===== src/rtl/nibble_add_pkg.sv =====
// Shared definitions for the nibble-serial adder: slice width, FSM states and
// the index-counter width helper.
package nibble_add_pkg;

    localparam int unsigned NIBBLE_W = 4;

    typedef enum logic [1:0] {
        IDLE,
        RUN,
        DONE
    } state_t;

    // A single-nibble build still needs a 1-bit index register.
    function automatic int unsigned idx_width(input int unsigned nibbles);
        return (nibbles <= 1) ? 1 : $clog2(nibbles);
    endfunction

endpackage


===== src/rtl/fullbit4.sv =====
// 4-bit ripple-carry adder slice used as the shared datapath of the serial adder.
module fullbit4 (
    input  logic [3:0] a,
    input  logic [3:0] b,
    input  logic       cin,
    output logic [3:0] sum,
    output logic       cout
);

    logic [4:0] c;

    always_comb begin
        sum  = '0;
        c    = '0;
        c[0] = cin;
        for (int unsigned i = 0; i < 4; i++) begin
            sum[i]   = a[i] ^ b[i] ^ c[i];
            c[i+1]   = (a[i] & b[i]) | (c[i] & (a[i] ^ b[i]));
        end
        cout = c[4];
    end

endmodule


===== src/rtl/nibble_serial_adder.sv =====
// Wide adder that pushes one nibble per clock through a single fullbit4 slice.
// Optional subtract mode is enabled with the NSA_SUB_EN macro.
module nibble_serial_adder
    import nibble_add_pkg::*;
#(
    parameter int unsigned NIBBLES = 4,
    localparam int unsigned WIDTH  = NIBBLE_W * NIBBLES
) (
    input  logic             clk,
    input  logic             rst,
    input  logic             in_valid,
    output logic             in_ready,
    input  logic [WIDTH-1:0] a,
    input  logic [WIDTH-1:0] b,
    input  logic             c_in,
    output logic             out_valid,
    input  logic             out_ready,
    output logic [WIDTH-1:0] sum,
    output logic             c_out
`ifdef NSA_SUB_EN
    ,
    input  logic             sub
`endif
);

    localparam int unsigned IDX_W = idx_width(NIBBLES);

    state_t              state, state_n;
    logic [WIDTH-1:0]    a_q, b_q;
    logic                carry_q;
    logic [IDX_W-1:0]    idx;
    logic [NIBBLE_W-1:0] a_nib, b_nib, b_slice, slice_sum;
    logic                slice_cout;
    logic                accept, last;
    logic                init_carry;

`ifdef NSA_SUB_EN
    logic sub_q;
    assign init_carry = sub ? 1'b1 : c_in;
    assign b_slice    = b_nib ^ {NIBBLE_W{sub_q}};
`else
    assign init_carry = c_in;
    assign b_slice    = b_nib;
`endif

    assign accept = in_valid && in_ready;
    assign last   = (idx == IDX_W'(NIBBLES - 1));

    always_ff @(posedge clk) begin
        if (rst) state <= IDLE;
        else     state <= state_n;
    end

    always_comb begin
        state_n   = state;
        in_ready  = 1'b0;
        out_valid = 1'b0;
        case (state)
            IDLE: begin
                in_ready = 1'b1;
                if (in_valid) state_n = RUN;
            end
            RUN: begin
                if (last) state_n = DONE;
            end
            DONE: begin
                out_valid = 1'b1;
                if (out_ready) state_n = IDLE;
            end
            default: state_n = IDLE;
        endcase
    end

    // Select the active nibble by compare rather than a variable part-select so
    // no out-of-range index is ever formed.
    always_comb begin
        a_nib = '0;
        b_nib = '0;
        for (int unsigned n = 0; n < NIBBLES; n++) begin
            if (idx == IDX_W'(n)) begin
                a_nib = a_q[n*NIBBLE_W +: NIBBLE_W];
                b_nib = b_q[n*NIBBLE_W +: NIBBLE_W];
            end
        end
    end

    fullbit4 u_slice (
        .a    (a_nib),
        .b    (b_slice),
        .cin  (carry_q),
        .sum  (slice_sum),
        .cout (slice_cout)
    );

    always_ff @(posedge clk) begin
        if (rst) begin
            a_q     <= '0;
            b_q     <= '0;
            carry_q <= 1'b0;
            idx     <= '0;
            sum     <= '0;
            c_out   <= 1'b0;
`ifdef NSA_SUB_EN
            sub_q   <= 1'b0;
`endif
        end else begin
            if (accept) begin
                a_q     <= a;
                b_q     <= b;
                carry_q <= init_carry;
                idx     <= '0;
`ifdef NSA_SUB_EN
                sub_q   <= sub;
`endif
            end
            if (state == RUN) begin
                for (int unsigned n = 0; n < NIBBLES; n++) begin
                    if (idx == IDX_W'(n)) sum[n*NIBBLE_W +: NIBBLE_W] <= slice_sum;
                end
                carry_q <= slice_cout;
                if (last) c_out <= slice_cout;
                else      idx   <= idx + IDX_W'(1);
            end
        end
    end

endmodule


===== config.mk =====
export PLATFORM = sky130hd
export DESIGN_NAME = nibble_serial_adder
export DESIGN_NICKNAME = d
export VERILOG_FILES = /design/src/rtl/nibble_add_pkg.sv /design/src/rtl/fullbit4.sv /design/src/rtl/nibble_serial_adder.sv
export SDC_FILE = /design/constraint.sdc
export NUM_CORES = 1
export LEC_CHECK = 0
export BUFFER_PORTS_ARGS = -buffer_cell sky130_fd_sc_hd__buf_2
export CAP_MARGIN = 20
export CORE_ASPECT_RATIO = 0.7
export CORE_MARGIN = 10
export CORE_UTILIZATION = 53
export CTS_CLUSTER_DIAMETER = 80
export DETAILED_ROUTE_END_ITERATION = 8
export PLACE_DENSITY = 0.84
export SKIP_LAST_GASP = 1
export SLEW_MARGIN = 15
export SYNTH_ARGS = -nofsm -noshare
export SYNTH_HDL_FRONTEND = slang
export SYNTH_SLANG_ARGS = --single-unit
export TNS_END_PERCENT = 10

===== constraint.sdc =====
create_clock -name clk -period 3.5 [get_ports clk]
set_input_delay 0.35 -clock clk [delete_from_list [all_inputs] [get_ports clk]]
set_output_delay 0.35 -clock clk [all_outputs]
set_load 0.02 [all_outputs]

Yosys cells after proc, flatten, opt, wreduce, memory -nomap -nowiden
Cells that the tools add are included.
{"block": "word_totals", "word_cells": 67, "regBits": 54, "output_inout_bits": 19, "latch_bits": 0, "ram_bits": 0, "input_bits": 37, "n_memories": 0, "romBits": 0}
{"block": "op_classes", "mux": 19, "n_mul": 0, "shifts": 0, "bitwise": 20, "n_reduce_logical": 9, "n_addsub": 1, "magnitude_cmp": 0, "eq_ne": 8, "n_div": 0}
{"cell": "$mux W4", "count": 8}
{"cell": "$mux W2", "count": 6}
{"cell": "$and A1 B1 Y1", "count": 8}
{"cell": "$reduce_and A2 Y1", "count": 4}
{"cell": "$xor A1 B1 Y1", "count": 8}
{"cell": "$eq A2 B2 Y1 const B", "count": 3}
{"cell": "$ne A2 B2 Y1 const B", "count": 3}
{"cell": "$pmux W2 S3", "count": 1}
{"cell": "$eq A2 B1 Y1 const B", "count": 2}
{"cell": "$logic_not A2 Y1", "count": 2}
{"cell": "$mux W1", "count": 4}
{"cell": "$or A1 B1 Y1", "count": 4}
{"cell": "$reduce_and A3 Y1", "count": 1}
{"cell": "$add A2 B1 Y2 const B", "count": 1}
{"cell": "$reduce_bool A2 Y1", "count": 1}
{"cell": "$logic_and A1 B1 Y1", "count": 1}

Longest topological paths before layout
{"block": "logic_depth", "depth_word": 15, "mapped_depth": 14, "ltp_nobuf": 12}

Cells and area by module
A second synthesis with hierarchy kept.
{"block": "hier_totals", "cells_unflattened": 296, "hier_area_um2": 2411.1}
{"mod": "nibble_serial_adder", "cells_each": 282, "n_inst": 1, "area_per_inst_um2": 2293.4}
{"mod": "fullbit4", "cells_each": 14, "n_inst": 1, "area_per_inst_um2": 117.6}

Worst setup path after synthesis
OpenSTA, ideal clock, no wires.
{"block": "synth_path", "path_type": "register to register", "startpoint": "register idx[0]", "endpoint": "register sum[15]", "arrival_time_ns": 2.921, "path_buffers": 2, "synth_period_minus_slack_ns": 3.049, "path_slack_ns": 0.451, "setup_ns": 0.129, "stages_incl_launch_ff": 15, "required_time_ns": 3.371, "path_cell_list": "dfxtp_1 -> inv_1 -> ha_1 -> buf_2 -> buf_2 -> a21oi_1 -> o21ai_0 -> a22oi_1 -> fa_1 -> inv_1 -> fa_1 -> fa_1 -> fa_1 -> mux2i_1 -> nor2_1"}
{"block": "synth_via", "elab_chain_cells": 13, "elab_cells_between_ends": 27, "cone_classes": "eq/ne: 3; mux: 8; bitwise: 14; reduce/logical: 2"}
{"element": "start, declared", "line_no": "nibble_serial_adder.sv:31", "text": "logic [IDX_W-1:0] idx;"}
{"element": "start signal, assigned", "line_no": "nibble_serial_adder.sv:122", "text": "else idx <= idx + IDX_W'(1);"}
{"element": "$logic_not A2 Y1", "line_no": "nibble_serial_adder.sv:80", "text": "if (idx == IDX_W'(n)) begin"}
{"element": "$mux W4 (4 in a row)", "line_no": "nibble_serial_adder.sv:80"}
{"element": "$xor A1 B1 Y1", "line_no": "fullbit4.sv:18", "text": "c[i+1] = (a[i] & b[i]) | (c[i] & (a[i] ^ b[i]));"}
{"element": "$and A1 B1 Y1", "line_no": "fullbit4.sv:18"}
{"element": "$or A1 B1 Y1", "line_no": "fullbit4.sv:18"}
{"element": "$and A1 B1 Y1", "line_no": "fullbit4.sv:18"}
{"element": "$or A1 B1 Y1", "line_no": "fullbit4.sv:18"}
{"element": "$and A1 B1 Y1", "line_no": "fullbit4.sv:18"}
{"element": "$or A1 B1 Y1", "line_no": "fullbit4.sv:18"}
{"element": "$xor A1 B1 Y1 (*)", "line_no": "fullbit4.sv:17", "text": "sum[i] = a[i] ^ b[i] ^ c[i];"}
{"element": "named net slice_sum[3]", "line_no": "nibble_serial_adder.sv:32", "text": "logic [NIBBLE_W-1:0] a_nib, b_nib, b_slice, slice_sum;"}
{"element": "end signal, assigned by index", "line_no": "nibble_serial_adder.sv:118", "text": "if (idx == IDX_W'(n)) sum[n*NIBBLE_W +: NIBBLE_W] <= slice_sum;"}
{"element": "end, declared", "line_no": "nibble_serial_adder.sv:18", "text": "output logic [WIDTH-1:0] sum,"}
The timed path passes the listed nets; every way through them passes the cells marked *.
A chain may end at the register's enable or synchronous reset.

Final worst setup path
{"block": "layout_path", "startpoint": "register idx[1]", "endpoint": "register sum[7]"}
Same word-level chain as after synthesis.

==> reports/results.tsv <==
metric	value	unit
run status	finished clean	
startpoint types	register	
worst slew pin tran	0.962	ns
max incr delay on CP	0.51	ns
via count	2076	
total gr overflow	0	
core area	4430	µm²
initial antenna violation count	0	
Req. time, crit path	3.65	ns
CTS hold repair buffers	0	
syn nets	342	
pwr dens	436	nW/µm²
# clock sinks	54	
gpl congestion	0.829	
max-slew violation count	0	
Post-CTS Setup Bufs	0	
Final Util	63.0	%
Yosys warnings	0	
DRC viols	0	
Tcrit/Tclk final	93.1	%
Layout area overhead	12.5	%
Num CTS Buffers	5	
relative slew slack	35.8	%
kind of cell adding the most delay to the critical path	adder cells	
pre-CTS WS	0.277	ns
Worst path slowest cell	fa_1	
worst-path maximum fanout	17	
Routed Antenna Nets	0	
Crit. End Element	register	
Max clock buf depth	2	
Ports	56	
Die H	77.2	µm
CTS HTree Levels	2	
placed cells	387	
initial core utilization	56.0	%
Max Freq	307	MHz
Post-DP HPWL	4220	µm
Post-synth ARST share	0	%
Starting DRT DRC Count	94	
Post-Synthesis Cell Area	2480	µm²
syn avg cell area	8.35	µm²
CP Buf/Inv Count	2	
CTS tree	yes	
n_diodes	0	
hold crit path type	in2reg	
Clock transition at path regs	0.10	ns
Worst Path Arrival	3.41	ns
Worst VDD drop	0.212	mV
synthesized netlist cell count	297	
share of cells above drive strength 1	23.2	%
post-layout min period	3.26	ns
# port buffers	55	
Worst R2R Start	idx[1]	
Hold Crit Start	b[8]	
Synth top area share	43.6	%
setup tns final	0	ns
vias in the first global route	2127	
largest net degree at the start of global routing	55	
Max-Cap Viols	0	
clock root buffer	clkbuf_8	
Final Hold Fails	0	
CP cell instances	inv_1 > ha_1 > a21oi_1 > o21ai_0 > a22oi_1 > fa_1 > inv_1 > fa_1 > fa_1 > fa_1 > mux2i_1 > nor2_1	
dominant cells by area after synthesis	dfxtp_1 44%, nand2_1 12%, a21oi_1 11%	
EDFF count, synth	0	
site row count	20	
# setup viols final	0	
top cell type by total area after synthesis	dfxtp_1	
Yosys reg bits	54	
DR vias/cell	5.24	
Non-Filler Instances	396	
Main synth FF type	dfxtp_1	
RSZ-0062 raised after global routing	no	
Post-CTS Resized	0	
kind of critical path	reg2reg	
die area	7860	µm²
gr usage total	15.0	%
synth unique cells	31	
die width	102	µm
Setup WS post-layout	0.241	ns
first-pass GRT wire length	9800	µm
Fin Clk Skew	0.00947	ns
drt wl/cell	14.4	µm
Final nets	385	
leakage power	1.25	nW
Most Frequent Cell on Critical Path	fa_1	
latest clock arrival within the worst-skew pair	0.30	ns
Initial DRT Pass Iterations	4	
sequential area share after synthesis	43.6	%
Routed WL	5690	µm
Crit. Startpoint	idx[1]	
## per-stage QoR
step / hold slack [ns] / area (µm²) / power, mW
6_report: 0.271 / 2790 / 1.22
5_1_grt: 0.260 / 2790 / 1.28
4_1_cts: 0.265 / 2780 / 1.22
3_5_place_dp: 0.448 / 2690 / 0.880
3_3_place_gp: 0.441 / 2690 / 0.872
2_1_floorplan: 0.436 / 2480 / 0.828
## layer usage
layer  routed length [µm]  global-route usage, %  up-vias
met5                    0                      0        -
met4                   23                   4.13        0
met3                  499                   5.55        2
met2                 2700                   22.5       70
met1                 2460                   19.5      944
li1                     -                      -     1060
## power breakdown
group	switching, mW	internal [mW]	leakage, nW
combinational	0.121	0.0800	0.768
sequential	0.0222	0.646	0.441
clock	0.206	0.141	0.0441
## tightest hold or removal path: stages
cell and delay (ns):
buf_2 0.09, nand2_1 0.04, a21oi_1 0.05
## path summary, 6_finish.rpt
path              slack (ns)  depth (start not counted)  endpoint
hold reg to reg         0.46                          2    b_q[8]
setup / recovery        0.24                         12    sum[7]
hold / removal          0.27                          3    b_q[8]
setup reg to reg        0.24                         12    sum[7]
## kinds of logic (layout without fill, tap and decap cells)
kind of cell,after synthesis,after routing,share of synthesized area (%)
AO/OA/AOI/OAI,78,78,18.2
adder cells (fa/ha/maj),8,8,5.24
buffers and inverters,35,79,8.37
flip-flops,54,54,43.6
multiplexers,9,9,3.63
AND/OR/NAND/NOR,113,113,21.0
## cell usage after synthesis, types with 3 or more instances
master,n
nand2_1,81
a21oi_1,54
dfxtp_1,54
nor2_1,13
inv_1,12
buf_6,9
mux2i_1,9
o21ai_0,8
a22o_1,6
buf_2,6
clkbuf_1,6
a21oi_2,4
fa_1,4
ha_1,4
nand2b_1,3
## state kept, by name, summed over array words and instances, names as in the netlist
| name | flops |
|---|---|
| a_q | 16 |
| b_q | 16 |
| carry_q | 1 |
| c_out | 1 |
| idx | 2 |
| state | 2 |
| sum | 16 |
## layout by cell type, fill, tap and decap left out, drive strengths merged, types with 3 or more instances in the layout
cell and count:
ha 4, dfxtp 54, a22o 6, nor2 13, o21ai 8, nand2 83, inv 12, buf 59
nand3b 3, clkbuf 5, nand2b 3, fa 4, a21oi 58, mux2i 9
## cell type report
type	instances	area, µm²
multi-input combinational	208	1190
inverter	12	45.0
tap	55	68.8
clock buffer	5	68.8
timing repair buffer	59	313
clock inverter	3	21.3
sequential	54	1080
fill	400	1640
(Power assumes the default switching activity.)
